==> src/rtl/lms_pkg.sv <==
// Shared types for the LMS sequencer: FSM state encoding and datapath phase select.
package lms_pkg;

    typedef enum logic [2:0] {
        IDLE,
        LOAD,
        FILT,
        FDRAIN,
        ERR,
        UPD,
        UDRAIN,
        DONE
    } state_t;

    typedef enum logic [1:0] {
        PH_IDLE = 2'd0,
        PH_FILT = 2'd1,
        PH_UPD  = 2'd2
    } phase_t;

endpackage

==> src/rtl/lms_sequencer_if.sv <==
// Control/handshake bundle between the sample strobe, the LMS sequencer and the LMS datapath.
interface lms_sequencer_if #(
    parameter int ADDR_W = 5
);
    logic              ready_in;
    logic              adapt_en_in;
    logic              clr_ovr_in;
    logic              sample_wr_out;
    logic [ADDR_W-1:0] head_out;
    logic [ADDR_W-1:0] x_addr_out;
    logic [ADDR_W-1:0] w_addr_out;
    logic [1:0]        phase_out;
    logic              mac_clr_out;
    logic              mac_en_out;
    logic              err_latch_out;
    logic              y_valid_out;
    logic              w_we_out;
    logic [ADDR_W-1:0] w_wr_addr_out;
    logic              busy_out;
    logic              done_out;
    logic              overrun_out;

    modport master (
        output ready_in, adapt_en_in, clr_ovr_in,
        input  sample_wr_out, head_out, x_addr_out, w_addr_out, phase_out,
               mac_clr_out, mac_en_out, err_latch_out, y_valid_out,
               w_we_out, w_wr_addr_out, busy_out, done_out, overrun_out
    );

    modport slave (
        input  ready_in, adapt_en_in, clr_ovr_in,
        output sample_wr_out, head_out, x_addr_out, w_addr_out, phase_out,
               mac_clr_out, mac_en_out, err_latch_out, y_valid_out,
               w_we_out, w_wr_addr_out, busy_out, done_out, overrun_out
    );
endinterface

==> src/rtl/lms_seq_delay.sv <==
// MAC_LAT-deep shift register of {valid, addr}: turns UPDATE issues into coefficient
// write-backs aligned with the MAC product.
module lms_seq_delay #(
    parameter int ADDR_W  = 5,
    parameter int MAC_LAT = 2
) (
    input  logic              clk_in,
    input  logic              rst_in,
    input  logic              i_valid,
    input  logic [ADDR_W-1:0] i_addr,
    output logic              o_valid,
    output logic [ADDR_W-1:0] o_addr
);
    logic [MAC_LAT-1:0]             r_valid;
    logic [MAC_LAT-1:0][ADDR_W-1:0] r_addr;

    always_ff @(posedge clk_in or negedge rst_in) begin
        if (!rst_in) begin
            r_valid <= '0;
            r_addr  <= '0;
        end else begin
            r_valid[0] <= i_valid;
            r_addr[0]  <= i_addr;
            for (int unsigned i = 1; i < MAC_LAT; i++) begin
                r_valid[i] <= r_valid[i-1];
                r_addr[i]  <= r_addr[i-1];
            end
        end
    end

    assign o_valid = r_valid[MAC_LAT-1];
    assign o_addr  = r_addr[MAC_LAT-1];
endmodule

==> src/rtl/lms_sequencer.sv <==
// LMS adaptive FIR control FSM: per sample strobe, runs FILTER, error capture and
// optional UPDATE through one shared MAC, with registered control outputs.
module lms_sequencer
    import lms_pkg::*;
#(
    parameter int NTAPS   = 32,
    parameter int ADDR_W  = 5,
    parameter int MAC_LAT = 2
) (
    input  logic            clk_in,
    input  logic            rst_in,
    lms_sequencer_if.slave  bus
);
    localparam int CLAT = $clog2(MAC_LAT + 1);
    localparam int CW   = (ADDR_W > CLAT) ? ADDR_W : CLAT;
    localparam logic [CW-1:0] K_LAST = CW'(NTAPS - 1);
    localparam logic [CW-1:0] D_LAST = CW'(MAC_LAT - 1);

    state_t            r_state;
    phase_t            r_phase;
    logic [CW-1:0]     r_k;
    logic [ADDR_W-1:0] r_head;
    logic [ADDR_W-1:0] r_x_addr;
    logic [ADDR_W-1:0] r_w_addr;
    logic              r_sample_wr;
    logic              r_mac_clr;
    logic              r_mac_en;
    logic              r_err_latch;
    logic              r_y_valid;
    logic              r_busy;
    logic              r_done;
    logic              r_overrun;

    logic [CW-1:0]     w_k_inc;
    logic [ADDR_W-1:0] w_k_addr;
    logic              w_drop;
    logic              w_upd_issue;
    logic              w_we;
    logic [ADDR_W-1:0] w_wr_addr;

    assign w_k_inc     = r_k + CW'(1);
    assign w_k_addr    = w_k_inc[ADDR_W-1:0];
    assign w_drop      = bus.ready_in && (r_state != IDLE) && (r_state != DONE);
    assign w_upd_issue = r_mac_en && (r_phase == PH_UPD);

    // Outputs are computed for the state being entered, so each lands in the same cycle as it.
    always_ff @(posedge clk_in or negedge rst_in) begin
        if (!rst_in) begin
            r_state     <= IDLE;
            r_phase     <= PH_IDLE;
            r_k         <= '0;
            r_head      <= '0;
            r_x_addr    <= '0;
            r_w_addr    <= '0;
            r_sample_wr <= 1'b0;
            r_mac_clr   <= 1'b0;
            r_mac_en    <= 1'b0;
            r_err_latch <= 1'b0;
            r_y_valid   <= 1'b0;
            r_busy      <= 1'b0;
            r_done      <= 1'b0;
            r_overrun   <= 1'b0;
        end else begin
            r_sample_wr <= 1'b0;
            r_mac_clr   <= 1'b0;
            r_mac_en    <= 1'b0;
            r_err_latch <= 1'b0;
            r_y_valid   <= 1'b0;
            r_done      <= 1'b0;
            r_x_addr    <= '0;
            r_w_addr    <= '0;

            if (w_drop)
                r_overrun <= 1'b1;
            else if (bus.clr_ovr_in)
                r_overrun <= 1'b0;

            case (r_state)
                IDLE: begin
                    if (bus.ready_in) begin
                        r_state     <= LOAD;
                        r_sample_wr <= 1'b1;
                        r_mac_clr   <= 1'b1;
                        r_busy      <= 1'b1;
                    end
                end
                LOAD: begin
                    r_state  <= FILT;
                    r_phase  <= PH_FILT;
                    r_k      <= '0;
                    r_mac_en <= 1'b1;
                    r_x_addr <= r_head;
                end
                FILT, UPD: begin
                    if (r_k == K_LAST) begin
                        r_state <= (r_state == FILT) ? FDRAIN : UDRAIN;
                        r_k     <= '0;
                    end else begin
                        r_k      <= w_k_inc;
                        r_mac_en <= 1'b1;
                        r_x_addr <= r_head - w_k_addr;
                        r_w_addr <= w_k_addr;
                    end
                end
                FDRAIN: begin
                    if (r_k == D_LAST) begin
                        r_state     <= ERR;
                        r_phase     <= PH_IDLE;
                        r_k         <= '0;
                        r_y_valid   <= 1'b1;
                        r_err_latch <= 1'b1;
                    end else begin
                        r_k <= w_k_inc;
                    end
                end
                ERR: begin
                    if (bus.adapt_en_in) begin
                        r_state  <= UPD;
                        r_phase  <= PH_UPD;
                        r_k      <= '0;
                        r_mac_en <= 1'b1;
                        r_x_addr <= r_head;
                    end else begin
                        r_state <= DONE;
                        r_done  <= 1'b1;
                    end
                end
                UDRAIN: begin
                    if (r_k == D_LAST) begin
                        r_state <= DONE;
                        r_phase <= PH_IDLE;
                        r_k     <= '0;
                        r_done  <= 1'b1;
                    end else begin
                        r_k <= w_k_inc;
                    end
                end
                DONE: begin
                    r_head <= r_head + ADDR_W'(1);
                    if (bus.ready_in) begin
                        r_state     <= LOAD;
                        r_sample_wr <= 1'b1;
                        r_mac_clr   <= 1'b1;
                    end else begin
                        r_state <= IDLE;
                        r_busy  <= 1'b0;
                    end
                end
                default: begin
                    r_state <= IDLE;
                    r_phase <= PH_IDLE;
                    r_busy  <= 1'b0;
                end
            endcase
        end
    end

    lms_seq_delay #(
        .ADDR_W  (ADDR_W),
        .MAC_LAT (MAC_LAT)
    ) u_delay (
        .clk_in  (clk_in),
        .rst_in  (rst_in),
        .i_valid (w_upd_issue),
        .i_addr  (r_w_addr),
        .o_valid (w_we),
        .o_addr  (w_wr_addr)
    );

    assign bus.sample_wr_out = r_sample_wr;
    assign bus.head_out      = r_head;
    assign bus.x_addr_out    = r_x_addr;
    assign bus.w_addr_out    = r_w_addr;
    assign bus.phase_out     = r_phase;
    assign bus.mac_clr_out   = r_mac_clr;
    assign bus.mac_en_out    = r_mac_en;
    assign bus.err_latch_out = r_err_latch;
    assign bus.y_valid_out   = r_y_valid;
    assign bus.w_we_out      = w_we;
    assign bus.w_wr_addr_out = w_wr_addr;
    assign bus.busy_out      = r_busy;
    assign bus.done_out      = r_done;
    assign bus.overrun_out   = r_overrun;
endmodule

==> src/flat_wrapper.sv <==
// flat-port wrapper written by rule: the top's interface ports become plain ports
module lms_sequencer_flat import lms_pkg::*;
#(
    parameter int NTAPS   = 32,
    parameter int ADDR_W  = 5,
    parameter int MAC_LAT = 2
)
  (clk_in, rst_in, bus_ready_in, bus_adapt_en_in, bus_clr_ovr_in, bus_sample_wr_out, bus_head_out, bus_x_addr_out, bus_w_addr_out, bus_phase_out, bus_mac_clr_out, bus_mac_en_out, bus_err_latch_out, bus_y_valid_out, bus_w_we_out, bus_w_wr_addr_out, bus_busy_out, bus_done_out, bus_overrun_out);
  lms_sequencer_if #(.ADDR_W(ADDR_W)) bus_i ();
  input  logic clk_in;
  input  logic rst_in;
  input wire logic [$bits(bus_i.ready_in)-1:0] bus_ready_in;
  input wire logic [$bits(bus_i.adapt_en_in)-1:0] bus_adapt_en_in;
  input wire logic [$bits(bus_i.clr_ovr_in)-1:0] bus_clr_ovr_in;
  output wire logic [$bits(bus_i.sample_wr_out)-1:0] bus_sample_wr_out;
  output wire logic [$bits(bus_i.head_out)-1:0] bus_head_out;
  output wire logic [$bits(bus_i.x_addr_out)-1:0] bus_x_addr_out;
  output wire logic [$bits(bus_i.w_addr_out)-1:0] bus_w_addr_out;
  output wire logic [$bits(bus_i.phase_out)-1:0] bus_phase_out;
  output wire logic [$bits(bus_i.mac_clr_out)-1:0] bus_mac_clr_out;
  output wire logic [$bits(bus_i.mac_en_out)-1:0] bus_mac_en_out;
  output wire logic [$bits(bus_i.err_latch_out)-1:0] bus_err_latch_out;
  output wire logic [$bits(bus_i.y_valid_out)-1:0] bus_y_valid_out;
  output wire logic [$bits(bus_i.w_we_out)-1:0] bus_w_we_out;
  output wire logic [$bits(bus_i.w_wr_addr_out)-1:0] bus_w_wr_addr_out;
  output wire logic [$bits(bus_i.busy_out)-1:0] bus_busy_out;
  output wire logic [$bits(bus_i.done_out)-1:0] bus_done_out;
  output wire logic [$bits(bus_i.overrun_out)-1:0] bus_overrun_out;
  assign bus_i.ready_in = bus_ready_in;
  assign bus_i.adapt_en_in = bus_adapt_en_in;
  assign bus_i.clr_ovr_in = bus_clr_ovr_in;
  assign bus_sample_wr_out = bus_i.sample_wr_out;
  assign bus_head_out = bus_i.head_out;
  assign bus_x_addr_out = bus_i.x_addr_out;
  assign bus_w_addr_out = bus_i.w_addr_out;
  assign bus_phase_out = bus_i.phase_out;
  assign bus_mac_clr_out = bus_i.mac_clr_out;
  assign bus_mac_en_out = bus_i.mac_en_out;
  assign bus_err_latch_out = bus_i.err_latch_out;
  assign bus_y_valid_out = bus_i.y_valid_out;
  assign bus_w_we_out = bus_i.w_we_out;
  assign bus_w_wr_addr_out = bus_i.w_wr_addr_out;
  assign bus_busy_out = bus_i.busy_out;
  assign bus_done_out = bus_i.done_out;
  assign bus_overrun_out = bus_i.overrun_out;
  lms_sequencer #(.NTAPS(NTAPS), .ADDR_W(ADDR_W), .MAC_LAT(MAC_LAT)) u_core (.clk_in(clk_in), .rst_in(rst_in), .bus(bus_i));
endmodule
==> config.mk <==
export PLATFORM = sky130hd
export DESIGN_NAME = lms_sequencer_flat
export DESIGN_NICKNAME = d
export VERILOG_FILES = /design/src/rtl/lms_pkg.sv /design/src/rtl/lms_sequencer_if.sv /design/src/rtl/lms_seq_delay.sv /design/src/rtl/lms_sequencer.sv /design/src/flat_wrapper.sv
export SDC_FILE = /design/constraint.sdc
export NUM_CORES = 1
export LEC_CHECK = 0
export CAP_MARGIN = 5
export CORE_MARGIN = 3
export CORE_UTILIZATION = 50
export CTS_BUF_LIST = sky130_fd_sc_hd__clkbuf_8
export DETAILED_ROUTE_END_ITERATION = 6
export PLACE_DENSITY = 0.79
export REMOVE_ABC_BUFFERS = 1
export SLEW_MARGIN = 20
export SYNTH_ARGS = -nofsm -noshare
export SYNTH_HDL_FRONTEND = slang
export SYNTH_HIERARCHICAL = 1
export SYNTH_SLANG_ARGS = --single-unit
==> constraint.sdc <==
create_clock -name clk_in -period 2.6 [get_ports clk_in]
set_input_delay 0.26 -clock clk_in [delete_from_list [all_inputs] [get_ports clk_in]]
set_output_delay 0.26 -clock clk_in [all_outputs]
set_load 0.005 [all_outputs]
==> results.md <==
- Run status: finished clean
- Mean instance size in the synthesized netlist: 11.0 µm²
- Req. time, crit path: 2.78 ns
- Critical path class: flip-flop to flip-flop
- Placement Rows: 22
- H-tree Lvls: 2
- Max-slew violation count: 0
- Final critical path time including I/O delays and setup: 2.40 ns
- Slew headroom: 0.384
- Clock input transition at the sequential cells of the worst setup and hold paths: 0.08 ns
- CP Buf/Inv Count: 0
- Sum of overflow across all layers after global routing: 0
- Vias in the first global route: 1,289
- First-pass GRT wire length: 5.91 mm
- Leakage power total: 0.00111 µW
- Gate Count Post-Synth: 177
- CTS tree: yes
- Clock buffer depth: 2
- Portion of total power attributed to sequential cells: 0.343
- Post-synthesis instance area: 0.00195 mm²
- Clock power frac: 0.190
- Crit share post-route: 0.925
- Violation count after the first detailed-routing iteration: 143
- Maximum number of pins on one net before global-route repair: 44
- Layout Cell Area excl Fill: 0.00242 mm²
- Hold Violations, Final: 0
- Internal Power: 2000 µW
- Fin Setup TNS: 0 ns
- Peak per-stage delay on the critical path: 0.47 ns
- Switching power share of the total: 0.359
- Fmax: 416 MHz
- Top fanout value on the critical path: 5
- Die extent in x: 68.4 µm
- Filler Cells Inserted: 276
- Warnings, synthesis: 6
- Largest voltage drop on the vdd net: 0.000504 V
- Kind of launch point of the worst setup path: flip-flop
- Pwr per Cell Area: 1280 mW/mm²
- Critical path capture point type: flip-flop
- Placed cell areas: 0.00229 mm²
- Antenna-violating nets left: 0
- Number of gates given a new drive strength after cts: 0
- Initial antenna violation count: 0
- First-pass iteration count of the detailed router: 4
- Initial cell density of the core: 0.524
- Detail Placement HPWL: 2.64 mm
- Unrepaired setup endpoints after global routing: false
- Hold-fix buffers, CTS: 0
- Sequential cell area fraction in the yosys report: 0.552
- Final worst clock skew: 0.00574 ns
- Diodes inserted: 0
- Via density per instance: 5.42
- DIE HEIGHT: 68.4 µm
- Core region area: 0.00372 mm²
- Post-CTS setup buffers: 0
- Number of buffers added on ports: 35
- Most used cells in the layout excluding fill and tap cells: sky130_fd_sc_hd__dfrtp_1 (43), sky130_fd_sc_hd__clkdlybuf4s50_1 (34), sky130_fd_sc_hd__inv_1 (13)
- Final setup violation count: 0
- Slew at the pin closest to its max-slew limit: 0.925 ns
- Number of clock buffers inserted by TritonCTS: 5
- Routed WL: 3.75 mm
- Crit path arrival time: 2.59 ns
- CP top delay family: adder cells
- Library cell used as clock root buffer: sky130_fd_sc_hd__clkbuf_8
- Overall die area: 0.00468 mm²
- Area growth from synthesis to final layout: 24.5%
- Vias after detailed routing: 1,388
- Proportion of layout cells with a drive suffix above 1: 0.0817
- Post-synth cell types: 39
- Weighted congestion reported at the end of routability-driven placement: 0.804
- Min-Delay Path Class: input pin to asynchronous set/reset pin
- DRC errors left: 0
- Power spent charging and discharging nets: 1120 µW
- IO Pins: 36
- Portion of total power attributed to combinational logic: 0.466
- Cell at the slowest stage of the critical path: sky130_fd_sc_hd__fa_1
- Most common cell after layout, fill and taps aside: sky130_fd_sc_hd__dfrtp_1
- Max cap viols: 0
- Register bit count reported by yosys: 43
- Latest clock arrival within the worst-skew pair: 0.29 ns
- Number of sinks handled by clock tree synthesis: 43
- Routed wire length per instance: 14.7 µm
- Total Nets Final: 220
- Tot GR Track Use: 0.171
- Crit path cell chain: ha_1, fa_1, a21o_1, maj3_2, xnor2_2, o21ai_1, a22o_1
[synthesized netlist by cell type (all sizes together)]
master   n  area [µm²]
ha       7        87.6
a21oi   12        60.1
and3     2        12.5
o21ai   14        70.1
mux2     1        11.3
nand4    2        12.5
a21o     4        30.0
nand2   12        45.0
buf     10        67.6
nor3b    2        15.0
a211oi   1        7.51
a31oi    1        6.26
a21boi   2        15.0
clkbuf   4        15.0
inv     12        45.0
dfrtp   43        1080
o211ai   1        7.51
o22ai    2        12.5
or3      1        6.26
nand2b   3        18.8
a21bo    1        10.0
nor2b    3        18.8
nor3     2        10.0
maj3     2        21.3
nand3    2        15.0
fa       1        20.0
nor2    11        41.3
o21a     1        7.51
nor4b    2        32.5
mux2i    2        20.0
xor2     1        8.76
xnor2    9        86.3
a22o     4        35.0
[metal layers]
metal  GRT usage  vias up  part of all wire
met3      0.0509        6             0.053
met1       0.212      678              0.42
met4      0.0521        0             0.012
li1            -      651                 -
met5           0        -                 0
met2       0.284       53              0.51
[state kept, by name, indices dropped and copies added, names as in the netlist]
name,cells
u_core/bus.busy_out,1
u_core/bus.done_out,1
u_core/bus.head_out,5
u_core/bus.mac_clr_out,1
u_core/bus.mac_en_out,1
u_core/bus.overrun_out,1
u_core/bus.phase_out,2
u_core/bus.w_addr_out,5
u_core/bus.x_addr_out,5
u_core/bus.y_valid_out,1
u_core/r_k,5
u_core/r_state,3
u_core/u_delay/o_addr,5
u_core/u_delay/r_addr,5
u_core/u_delay/r_valid,2
[power groups by stage]
| stage | Clock (µW) | Sequential, µW | Combinational [µW] |
|---|---|---|---|
| 2_1_floorplan | 0 | 1090 | 854 |
| 3_3_place_gp | 0 | 1060 | 1350 |
| 3_5_place_dp | 0 | 1080 | 1410 |
| 5_1_grt | 634 | 1100 | 1590 |
| 6_report | 593 | 1070 | 1450 |
| 4_1_cts | 605 | 1070 | 1430 |
[cell families after synthesis]
logic type	Yosys count	synth area share
AOI/OAI and AO/OA	43	0.134
xor gates and xnor gates	10	0.0488
adders and majority gates	10	0.0662
buffers and inverters	26	0.0655
DFF	43	0.552
muxes	3	0.0161
and+or+nand+nor	42	0.117
[metrics by stage]
stage               hold WS (ns)  cells  utilization  setup slack (ns)  total power [µW]
floorplan                -0.0356    163            -             0.406              1940
global placement           0.336    248        0.615             0.267              2420
detailed placement         0.339    248        0.615             0.170              2490
CTS                        0.135    256        0.651             0.142              3110
global route               0.181    256        0.653            0.0848              3330
finish                     0.107    256        0.653             0.196              3110
[area by class of cell]
cell class,count,area (µm²),share of cell area
clock inverters,3,63.8,0.0263
flip-flops and latches,43,1080,0.444
repair buffers,37,360,0.149
multi-input cells,108,751,0.310
inverters,12,45.0,0.0186
clock buffers,5,68.8,0.0284
well taps,48,60.1,0.0248
[final timing paths]
kind / start / end / slack (ns) / cells after the start
setup / recovery: u_core/r_k[0]$_DFFE_PN0P_ / u_core/bus.x_addr_out[4]$_DFF_PN0_ / 0.20 / 7
hold / removal: rst_in / u_core/r_state[1]$_DFFE_PN0P_ / 0.11 / 1
setup reg to reg: u_core/r_k[0]$_DFFE_PN0P_ / u_core/bus.x_addr_out[4]$_DFF_PN0_ / 0.20 / 7
hold reg to reg: u_core/u_delay/r_valid[0]$_DFF_PN0_ / u_core/u_delay/r_valid[1]$_DFF_PN0_ / 0.35 / 0
max in group asynchronous: rst_in / u_core/bus.head_out[2]$_DFFE_PN0N_ / 1.93 / 1
min in group clk_in: u_core/u_delay/r_valid[0]$_DFF_PN0_ / u_core/u_delay/r_valid[1]$_DFF_PN0_ / 0.35 / 0
Note: power is estimated with default switching activity, not from simulation.
